$ cat config.mk
export PLATFORM = sky130hd
export DESIGN_NAME = addr_signed_serial_ft_flat
export DESIGN_NICKNAME = d
export VERILOG_FILES = /design/src/rtl/addr_signed_serial_ft_if.sv /design/src/rtl/addr_signed_serial_ft.sv /design/src/flat_wrapper.sv
export SDC_FILE = /design/constraint.sdc
export NUM_CORES = 1
export LEC_CHECK = 0
export ABC_AREA = 1
export CAP_MARGIN = 30
export CORE_MARGIN = 2
export CORE_UTILIZATION = 58
export CTS_BUF_LIST = sky130_fd_sc_hd__clkbuf_4
export DETAILED_ROUTE_END_ITERATION = 10
export GPL_ROUTABILITY_DRIVEN = 0
export HOLD_SLACK_MARGIN = 0.08
export PLACE_DENSITY = 0.92
export RECOVER_POWER = 100
export SETUP_SLACK_MARGIN = 0.15
export SYNTH_ARGS = -nofsm -noshare
export SYNTH_HDL_FRONTEND = slang
export SYNTH_SLANG_ARGS = --single-unit
$ cat constraint.sdc
create_clock -name clk -period 3.9 [get_ports clk]
set_input_delay 0.78 -clock clk [delete_from_list [all_inputs] [get_ports clk]]
set_output_delay 0.78 -clock clk [all_outputs]
set_load 0.02 [all_outputs]
$ cat src/rtl/addr_signed_serial_ft_if.sv
// addr_signed_serial_ft_if: operand/result handshake bundle for the serial signed adder
interface addr_signed_serial_ft_if #(parameter int WIDTH = 8);
  logic             in_valid;
  logic             in_ready;
  logic [WIDTH-1:0] a;
  logic [WIDTH-1:0] b;
  logic             sat_en;
  logic             out_valid;
  logic             out_ready;
  logic [WIDTH:0]   sum;
  logic             ovf;
  modport master (output in_valid, a, b, sat_en, out_ready, input in_ready, out_valid, sum, ovf);
  modport slave  (input in_valid, a, b, sat_en, out_ready, output in_ready, out_valid, sum, ovf);
endinterface

$ cat src/rtl/addr_signed_serial_ft.sv
// addr_signed_serial_ft: chunk-serial signed adder with saturation and duplicated chunk adder fault detection
module addr_signed_serial_ft #(
  parameter int WIDTH = 8,
  parameter int CHUNK = 2
) (
  input  logic                 clk,
  input  logic                 rst,
  addr_signed_serial_ft_if.slave bus,
  output logic                 fault,
  input  logic                 fault_clr,
  input  logic                 fault_inj
);
  localparam int N  = WIDTH / CHUNK;
  localparam int CW = N > 1 ? $clog2(N) : 1;
  typedef enum logic [1:0] {IDLE, CALC, DONE} state_t;
  state_t           state_q, state_d;
  logic [WIDTH-1:0] a_q, a_d, b_q, b_d;
  logic             sat_q, sat_d;
  logic [CW-1:0]    cnt_q, cnt_d;
  logic             carry_q, carry_d;
  logic [WIDTH:0]   sum_q, sum_d;
  logic             ovf_q, ovf_d;
  logic             in_ready_q, in_ready_d;
  logic             out_valid_q, out_valid_d;
  logic             fault_q, fault_d;
  logic [CHUNK-1:0] ac, bc, sh_s;
  logic [CHUNK:0]   p;
  logic             sh_c, last, mism, full_ovf;
  logic [WIDTH-1:0] chunks;
  logic [WIDTH:0]   full, clamp;
  // primary chunk adder, ripple shadow adder, and final result assembly
  always_comb begin
    ac = a_q[cnt_q*CHUNK +: CHUNK];
    bc = b_q[cnt_q*CHUNK +: CHUNK];
    p = {1'b0, ac} + {1'b0, bc} + (CHUNK+1)'(carry_q);
    sh_c = carry_q;
    sh_s = '0;
    for (int i = 0; i < CHUNK; i++) begin
      sh_s[i] = ac[i] ^ bc[i] ^ sh_c;
      sh_c = (ac[i] & bc[i]) | (sh_c & (ac[i] | bc[i]));
    end
    sh_s[0] = sh_s[0] ^ fault_inj;
    mism = (state_q == CALC) && ({sh_c, sh_s} != p);
    chunks = sum_q[WIDTH-1:0];
    chunks[cnt_q*CHUNK +: CHUNK] = p[CHUNK-1:0];
    full = {a_q[WIDTH-1] ^ b_q[WIDTH-1] ^ p[CHUNK], chunks};
    full_ovf = full[WIDTH] ^ full[WIDTH-1];
    clamp = full[WIDTH] ? {2'b11, {(WIDTH-1){1'b0}}} : {2'b00, {(WIDTH-1){1'b1}}};
    last = cnt_q == CW'(N-1);
  end
  // FSM next state and registered handshake outputs
  always_comb begin
    state_d = state_q;
    a_d = a_q;
    b_d = b_q;
    sat_d = sat_q;
    cnt_d = cnt_q;
    carry_d = carry_q;
    sum_d = sum_q;
    ovf_d = ovf_q;
    in_ready_d = in_ready_q;
    out_valid_d = out_valid_q;
    fault_d = mism | (fault_q & ~fault_clr);
    if (state_q == IDLE && bus.in_valid) begin
      state_d = CALC;
      a_d = bus.a;
      b_d = bus.b;
      sat_d = bus.sat_en;
      cnt_d = '0;
      carry_d = 1'b0;
      in_ready_d = 1'b0;
    end
    if (state_q == CALC) begin
      carry_d = p[CHUNK];
      cnt_d = cnt_q + 1'b1;
      sum_d = !last ? {sum_q[WIDTH], chunks} : (sat_q && full_ovf) ? clamp : full;
      ovf_d = last ? full_ovf : ovf_q;
      state_d = last ? DONE : CALC;
      out_valid_d = last;
    end
    if (state_q == DONE && bus.out_ready) begin
      state_d = IDLE;
      out_valid_d = 1'b0;
      in_ready_d = 1'b1;
    end
  end
  // state registers with asynchronous reset
  always_ff @(posedge clk or posedge rst) begin
    if (rst) begin
      state_q <= IDLE;
      a_q <= '0;
      b_q <= '0;
      sat_q <= 1'b0;
      cnt_q <= '0;
      carry_q <= 1'b0;
      sum_q <= '0;
      ovf_q <= 1'b0;
      in_ready_q <= 1'b1;
      out_valid_q <= 1'b0;
      fault_q <= 1'b0;
    end else begin
      state_q <= state_d;
      a_q <= a_d;
      b_q <= b_d;
      sat_q <= sat_d;
      cnt_q <= cnt_d;
      carry_q <= carry_d;
      sum_q <= sum_d;
      ovf_q <= ovf_d;
      in_ready_q <= in_ready_d;
      out_valid_q <= out_valid_d;
      fault_q <= fault_d;
    end
  end
  assign bus.in_ready = in_ready_q;
  assign bus.out_valid = out_valid_q;
  assign bus.sum = sum_q;
  assign bus.ovf = ovf_q;
  assign fault = fault_q;
endmodule

$ cat src/flat_wrapper.sv
// flat-port wrapper written by rule: the top's interface ports become plain ports
module addr_signed_serial_ft_flat 
#(
  parameter int WIDTH = 8,
  parameter int CHUNK = 2
)
  (clk, rst, fault, fault_clr, fault_inj, bus_in_valid, bus_a, bus_b, bus_sat_en, bus_out_ready, bus_in_ready, bus_out_valid, bus_sum, bus_ovf);
  addr_signed_serial_ft_if #(.WIDTH(WIDTH)) bus_i ();
  input  logic clk;
  input  logic rst;
  output logic fault;
  input  logic fault_clr;
  input  logic fault_inj;
  input wire logic [$bits(bus_i.in_valid)-1:0] bus_in_valid;
  input wire logic [$bits(bus_i.a)-1:0] bus_a;
  input wire logic [$bits(bus_i.b)-1:0] bus_b;
  input wire logic [$bits(bus_i.sat_en)-1:0] bus_sat_en;
  input wire logic [$bits(bus_i.out_ready)-1:0] bus_out_ready;
  output wire logic [$bits(bus_i.in_ready)-1:0] bus_in_ready;
  output wire logic [$bits(bus_i.out_valid)-1:0] bus_out_valid;
  output wire logic [$bits(bus_i.sum)-1:0] bus_sum;
  output wire logic [$bits(bus_i.ovf)-1:0] bus_ovf;
  assign bus_i.in_valid = bus_in_valid;
  assign bus_i.a = bus_a;
  assign bus_i.b = bus_b;
  assign bus_i.sat_en = bus_sat_en;
  assign bus_i.out_ready = bus_out_ready;
  assign bus_in_ready = bus_i.in_ready;
  assign bus_out_valid = bus_i.out_valid;
  assign bus_sum = bus_i.sum;
  assign bus_ovf = bus_i.ovf;
  addr_signed_serial_ft #(.WIDTH(WIDTH), .CHUNK(CHUNK)) u_core (.clk(clk), .rst(rst), .bus(bus_i), .fault(fault), .fault_clr(fault_clr), .fault_inj(fault_inj));
endmodule
==> results.txt, run 1 <==
The via count is approximately 1700. The total grt overflow came out at 0. The global-route layer with the greatest usage is met2. The maximum frequency from static timing analysis came out at between 0.3 and 0.4 GHz. 36 I/O pins were placed. No sink is reached through more buffers than the 2 on the longest clock path. The peak supply drop came out at 0.533 mV.

The worst hold path belongs to the class reg2reg. The type of destination of the critical path is a flop. Setup repair after global routing left no endpoint under its margin. The final number of hold-violating endpoints came to 0. In the global route stage, met3 resource usage came out at roughly 8.2%. Entering global routing, the biggest net connects 22 pins. The number of distinct library cells after synthesis is 25. The kind of start point of the critical path is a flop.

Global routing consumed, on the met2 layer, just over 40% of the routing resources. Detailed placement ended at an HPWL of approximately 3100 um. After clock tree synthesis, the setup repair step added 0 buffers. The run finished with clean final reports. The layout filler cell count is about 260. The post-route fraction of the period consumed by the critical path came out at roughly 83%.

The reported max-cap violation count came out at 0. The remaining design rule violation count came out at 0. The analysis attributes to cell leakage a power of around 0.0012 uW.

For this configuration, the core starts out at a cell density of slightly above 60%. The clock transition at the register clock pins on the worst setup and hold paths after CTS came out at approximately 110 ps. When the netlist entered floorplanning its net count stood at 283. The mapped netlist covers 0.00191 mm^2.

The number of clock buffers inserted by TritonCTS is 5. The wire length of the first global-routing pass is roughly 6500 um. The die width is 61.4 um. The number of detailed-routing iterations run before antenna repair came out at 4. The worst relative slew slack is between 40% and 50%. In this run the core area contains 20 standard-cell rows. The power density over cell area is roughly 860 mW/mm^2. The clock root buffer master is sky130_fd_sc_hd__clkbuf_4. The slew of the pin with the lowest slew margin is ~860 ps. The maximum fanout along the worst path came out at 18. The number of antenna violations at the first check in global routing is 0. The ratio of routed vias to standard cells came out at 5.04. The TritonCTS clock tree is done.

In the post-synthesis netlist, the biggest area contributors are sky130_fd_sc_hd__dfrtp_1, sky130_fd_sc_hd__nand2_1, sky130_fd_sc_hd__inv_1, sky130_fd_sc_hd__o21ai_0, sky130_fd_sc_hd__ha_1. The share of synthesized area in the top cell type comes to around 45%. The fraction of the yosys area taken by sequential cells is between 40 and 50%. 0 antenna diodes ended up in the layout. The area enclosed by the die boundary came out at 0.00377 mm^2. The final count of pins violating max slew came out at 0. The first routing iteration left a little over 80 violations.

The worst setup path is of the reg2reg kind. The number of synthesized register bits came out at 35. The required time reported for the critical path endpoint came out at 4190 ps. The area of the multi-input gates is ~870 um^2. From bottom edge to top edge, the die measures 61.4 um. The total power consumption of the routed design came out at around 2000 uW. For this run, global-route usage on met1 was measured as 28.5%. Cells with a size suffix above 1 make up ~5.5% of the layout. The yosys synthesis warning count came out at 0. The maximum level of the CTS H-tree came out at 2.

The critical hold path startpoint is u_core.bus.in_ready$_DFFE_PP1P_. Dividing the detail-routed wire length by the instance count gives about 12 um. Of all cell types, the one taking the most synthesized area is sky130_fd_sc_hd__dfrtp_1.

The via count of the first global-routing pass was between 1500 and 2000. The number of resized instances in the post-cts repair step came out at 0. Between clock sinks in the finished design, the worst skew comes to approximately 17 ps.

The average footprint of a synthesized cell came out at roughly 7.6 um^2. For the worst setup path, the data arrival time is between 3000 and 4000 ps. The origin of the worst setup path is u_core.cnt_q[0]$_DFFE_PP0P_. The count of hold buffers inserted by post-cts repair is 0. The worst register-to-register path begins at u_core.cnt_q[0]$_DFFE_PP0P_. The total number of nets in the final design came out at 322. Setup violations remaining at the end of the flow were counted as 0. The total of buffers placed on input and output ports is 35.

The floorplan core area came out at slightly above 0.003 mm^2. The final routed wirelength across all metal layers came out at about 4000 um. The register area is 877 um^2. The detail route stage leaves a number of antenna-violating nets equal to 0. The gate count of the mapped netlist is between 200 and 300.

The source-to-sink clock delay at the later pin of the worst-skew pair is between 300 and 400 ps. The setup TNS is 0 ps. The TritonCTS sink count is 35. The area growth from synthesis to layout is 22.7%. The post-route minimum period came out at 3250 ps. The aggregate global-route resource usage is a little under a quarter.
==> cell type report <==
cell class / count / area share (%)
flip-flops and latches: 35 / 37.4
multi-input cells: 177 / 37.2
repair buffers: 37 / 15.3
inverters: 34 / 5.45
well taps: 44 / 2.35
clock buffers: 6 / 1.92
clock inverters: 2 / 0.321
==> cell usage in the layout, fill, tap and decap left out, types with 6 or more instances in the layout <==
master	Yosys	routed
sky130_fd_sc_hd__nand2_1	105	106
sky130_fd_sc_hd__dfrtp_1	34	34
sky130_fd_sc_hd__inv_1	28	30
sky130_fd_sc_hd__clkdlybuf4s50_1	0	20
sky130_fd_sc_hd__o21ai_0	16	17
sky130_fd_sc_hd__nor2_1	14	15
sky130_fd_sc_hd__dlygate4sd3_1	0	15
sky130_fd_sc_hd__ha_1	6	6
sky130_fd_sc_hd__clkbuf_4	0	6
==> synthesized netlist by cell type <==
master                     count
sky130_fd_sc_hd__nor2_2        2
sky130_fd_sc_hd__nand3_1       5
sky130_fd_sc_hd__o211ai_1      1
sky130_fd_sc_hd__a22oi_1       3
sky130_fd_sc_hd__nand2_2       4
sky130_fd_sc_hd__buf_2         4
sky130_fd_sc_hd__inv_1        28
sky130_fd_sc_hd__o21ai_0      16
sky130_fd_sc_hd__ha_1          6
sky130_fd_sc_hd__nor2_1       14
sky130_fd_sc_hd__nand3_4       1
sky130_fd_sc_hd__nand4_1       1
sky130_fd_sc_hd__nand2_1     105
sky130_fd_sc_hd__buf_4         1
sky130_fd_sc_hd__dfstp_2       1
sky130_fd_sc_hd__inv_2         6
sky130_fd_sc_hd__dfrtp_1      34
sky130_fd_sc_hd__nor3_1        2
sky130_fd_sc_hd__a21oi_1       3
sky130_fd_sc_hd__xnor2_1       1
sky130_fd_sc_hd__a32oi_1       2
sky130_fd_sc_hd__o21ai_1       2
sky130_fd_sc_hd__fa_1          3
sky130_fd_sc_hd__o22ai_1       5
sky130_fd_sc_hd__a31oi_1       1
==> state kept, by name, summed over array words and instances, names as in the netlist, 2 cells and up <==
signal and flops:
u_core.cnt_q 2, u_core.b_q 8, u_core.bus.sum 9, u_core.a_q 8
u_core.state_q 2
==> final timing paths <==
path / endpoint / slack, ps / cells past startpoint
max in group asynchronous: u_core.bus.sum[5]$_DFFE_PP0P_ / 1720 / 3
min reg2reg: u_core.bus.in_ready$_DFFE_PP1P_ / 480 / 2
max reg2reg: u_core.bus.sum[0]$_DFFE_PP0P_ / 650 / 15
min: u_core.bus.in_ready$_DFFE_PP1P_ / 480 / 2
max: u_core.bus.sum[0]$_DFFE_PP0P_ / 650 / 15
min in group asynchronous: u_core.a_q[7]$_DFFE_PP0P_ / 980 / 2
==> metrics by stage <==
stage / utilization, % / area (um^2) / hold slack (ps) / cells / setup slack (ps)
6_report: 75.5 / 2340 / 477 / 335 / 646
5_1_grt: 75.5 / 2340 / 512 / 335 / 320
4_1_cts: 75.9 / 2350 / 478 / 335 / 844
3_5_place_dp: 74.2 / 2300 / 462 / 327 / 880
3_3_place_gp: 74.2 / 2300 / 455 / 327 / 994
2_1_floorplan: - / 1910 / 437 / 251 / 1330
==> logic make-up after synthesis <==
logic type / after synthesis / synth area share [%]
compound gates: 33 / 9.96
xor+xnor: 1 / 0.459
fa+ha+maj: 9 / 7.08
buf+inv: 39 / 8.13
flops: 35 / 45.9
simple gates: 134 / 28.4
==> routing by layer <==
layer  up-vias  part of all wire [%]
met5         -                     0
met4         0                   2.1
met3        13                   3.7
met2        38                    50
met1       781                    44
li1        858                     -
==> critical path: stages (launching register included) <==
cell and delay (ps):
sky130_fd_sc_hd__dfrtp_1 680, sky130_fd_sc_hd__inv_1 310, sky130_fd_sc_hd__o21ai_0 240, sky130_fd_sc_hd__o22ai_1 120
sky130_fd_sc_hd__fa_1 440, sky130_fd_sc_hd__inv_1 80, sky130_fd_sc_hd__fa_1 460, sky130_fd_sc_hd__nor2_1 210
sky130_fd_sc_hd__nand2_1 100, sky130_fd_sc_hd__nor2_1 100, sky130_fd_sc_hd__nor2_1 60, sky130_fd_sc_hd__nand2_2 90
sky130_fd_sc_hd__nand3_4 100, sky130_fd_sc_hd__nand2_1 80, sky130_fd_sc_hd__nand2_1 50, sky130_fd_sc_hd__nand2_1 50
==> power by group <==
part	internal (uW)	switching (uW)	leakage, uW
clock network	73.6	120	0.0000307
logic	449	724	0.000762
registers	524	132	0.000439
No activity file was read; power rests on OpenSTA's default activity.
==> inputs of run 2 (changes only) <==
Settings changed: CORE_UTILIZATION 58 to 54, PLACE_DENSITY 0.92 to 0.86.
Clock period 3.9 ns to 3.1 ns, I/O delays scaled along.
==> run 2 against run 1 <==
  * Total power increased by 34%
  * Critical endpoint is now u_core.bus.sum[1]$_DFFE_PP0P_
  * Fmax increased by 14%
  * Register-to-register slack got worse by 390 ps
  * Cell count increased by 2.4%
  * Setup slack got worse by 390 ps
  * Via count increased by 2.3%
  * Largest power group unchanged
  * Sequential power increased by 22%
  * Cell area increased by 2.5%
  * Sequential share of layout area decreased by 0.90 points
  * Clock skew decreased by 11 ps
  * First-iteration DRC count increased by 16%
==> results.txt, run 2 (synthesis results as in run 1) <==
The flow ran to the end, and the final reports show no timing, DRC or antenna violations. For this block, the via count after detailed routing is ~1700. TritonCTS built the clock tree.

The number of antenna violations at the first check in global routing came out at 0. The slew of the pin with the lowest slew margin came out at 838 ps. The number of clock buffers inserted by TritonCTS came out at 5. The die is approximately 63 um wide. The met1 track utilization from global routing is between 20 and 30%. The starting density of the core is a little under three fifths. The library cell used most frequently in the layout, excluding fill and tap cells, is sky130_fd_sc_hd__nand2_1. In this run the register-to-register setup slack is between 200 and 300 ps. The leakage power of the design came out at roughly 0.0013 uW. The clock transition at the register clock pins on the worst setup and hold paths after CTS is 100 ps. The area growth from synthesis to layout is 25.7%. The fraction of met2 tracks used by global routing came out at approximately two fifths. The antenna cell count came out at 0. The worst hold path terminates at u_core.bus.in_ready$_DFFE_PP1P_.

The antenna violation net count after detailed routing came out at 0. The number of DRC violations after detailed-routing iteration 0 is 94. The final count of pins violating max slew is 0. The placement row count is 21. The setup TNS is 0 ps. The arrival time at the worst endpoint is roughly 3100 ps. The final routed wirelength across all metal layers is 4180 um. The remaining design rule violation count is 0.

On the critical path, the stage with the largest delay is an instance of sky130_fd_sc_hd__dfrtp_1. The maximum clock path buffer count came out at 2. The source-to-sink clock delay at the later pin of the worst-skew pair came out at between 300 and 400 ps. The final layout contains 328 nets. 36 I/O pins were placed. The startpoint identified for the worst register-to-register timing path is u_core.cnt_q[1]$_DFFE_PP0P_. The signal on the critical path passes through clkinvlp_4, o21ai_1, o22ai_1, fa_2, inv_1, fa_2, nor2_2, nand2_1, nor2_1, nor2_1, nand2_2, nand3_4, nand2_1, nand2_1, nand2_1. Global routing finished with a remaining overflow of 0. The peak supply drop is between 0.5 and 0.6 mV. The cell repeated most along the worst path is sky130_fd_sc_hd__nand2_1. The worst setup timing slack at the placement stage is around 340 ps. The count of hold buffers inserted by post-cts repair came out at 0. The detailed-placement wirelength estimate is approximately 3100 um. The hold-critical path depth came out at 2. On the final layout, the worst clock skew is 6.20 ps. The final number of hold-violating endpoints is 0. The reported max-cap violation count came out at 0. The layer flagged by global routing as most heavily used is met2. The largest incremental delay on the critical path came out at about 480 ps. The maximum number of pins on one net before global-route repair came out at 24. The power density over cell area came out at approximately 1100 mW/mm^2. The number of detailed-routing iterations run before antenna repair came out at 4. The worst register-to-register path ends at u_core.bus.sum[1]$_DFFE_PP0P_. The maximum frequency from static timing analysis is about 0.35 GHz.

The layout filler cell count came out at between 300 and 400. The height of the die is roughly 63 um. The ratio of routed vias to standard cells is between 5 and 6. The global-route met3 utilization is around 5.4%. In the finished design, the share of the clock period the worst path needs comes to roughly nine tenths. The required time reported for the critical path endpoint is roughly 3400 ps. The first global-routing pass estimated roughly 7200 um of wire. Setup repair after global routing left no endpoint under its margin.

Cells with a size suffix above 1 make up 8.75% of the layout. The register with the most flip-flops in the layout has 9 of them. Leaving out fill and tap cells, the most frequent cells in the layout are sky130_fd_sc_hd__nand2_1, sky130_fd_sc_hd__dfrtp_1, sky130_fd_sc_hd__inv_1, sky130_fd_sc_hd__clkdlybuf4s50_1, sky130_fd_sc_hd__nor2_1.

The TritonCTS sink count came out at 35. The area enclosed by the die boundary came out at 0.00403 mm^2. The tree is rooted in a sky130_fd_sc_hd__clkbuf_4. The via count of the first global-routing pass is around 1700. The tightest hold margin is approximately 480 ps.

After layout, the worst setup slack is around 250 ps. Along the worst path, the maximum fanout reaches 9. The setup violation total in the final timing report came out at 0. STA classifies the critical path startpoint as a flop. The post-route minimum period is around 2800 ps.

The critical path is of the reg2reg type. The type of destination of the critical path is a flop. The total of buffers placed on input and output ports is 35.

The aggregate global-route resource usage came out at a little under a quarter. Counting cells, the worst reg-to-reg path comes to 15. In this run the worst hold path is classified as reg2reg. The floorplan core area is between 0.003 and 0.004 mm^2. After detailed routing, the average wire length per cell comes to about 12 um. The critical hold path startpoint is u_core.bus.in_ready$_DFFE_PP1P_.

The worst relative slew slack is roughly 44%. The maximum level of the CTS H-tree came out at 2.
## run 2: area by class of cell
cell class	instances	area, um^2	area share, %
multi-input cells	177	880	36.7
repair buffers	43	399	16.6
flip-flops and latches	35	877	36.5
clock inverters	2	7.51	0.313
inverters	34	134	5.58
well taps	46	57.6	2.40
clock buffers	6	45.0	1.88
## run 2: where the power goes
part,switching (uW),internal [uW]
Sequential,140,660
Clock,153,92.7
Combinational,1010,661
## run 2: routing by layer
metal  wire [um]  vias up
met2        2030       61
li1            -      871
met5           0        -
met1        1810      784
met4         123        0
met3         217       13
## run 2: how the worst max path moves through the flow
stage	start	endpoint	slack (ps)	cells after the start
floorplan	u_core.cnt_q[0]$_DFFE_PP0P_	u_core.bus.sum[4]$_DFFE_PP0P_	530	14
global placement	u_core.cnt_q[1]$_DFFE_PP0P_	u_core.bus.sum[1]$_DFFE_PP0P_	480	14
detailed placement	u_core.cnt_q[0]$_DFFE_PP0P_	u_core.bus.sum[1]$_DFFE_PP0P_	340	15
CTS	u_core.cnt_q[0]$_DFFE_PP0P_	u_core.bus.sum[1]$_DFFE_PP0P_	280	16
global route	u_core.cnt_q[1]$_DFFE_PP0P_	u_core.bus.sum[1]$_DFFE_PP0P_	60	15
finish	u_core.cnt_q[1]$_DFFE_PP0P_	u_core.bus.sum[1]$_DFFE_PP0P_	250	15
## run 2: stage by stage
stage	cells	total power [uW]	area [um^2]	utilization [%]
after floorplan	251	1930	1910	-
after global placement	332	2300	2330	69.2
after detailed placement	332	2390	2330	69.2
after CTS	340	2630	2380	70.8
after global routing	343	2970	2400	71.4
final	343	2720	2400	71.4
## run 2: worst max-delay path, delay by kind of cell (launching register included)
family                   cells  cell delay (ps)
AO/OA/AOI/OAI                2              260
adder cells (fa/ha/maj)      2              860
flip-flops                   1              480
AND/OR/NAND/NOR              9              880
buffers and inverters        2              320
## run 2: timing repair
| action | in CTS | in global routing |
|---|---|---|
| endpoints found under the setup margin | 0 | 8 |
| resized for setup | 0 | 8 |
| buffers inserted | 0 | 3 |
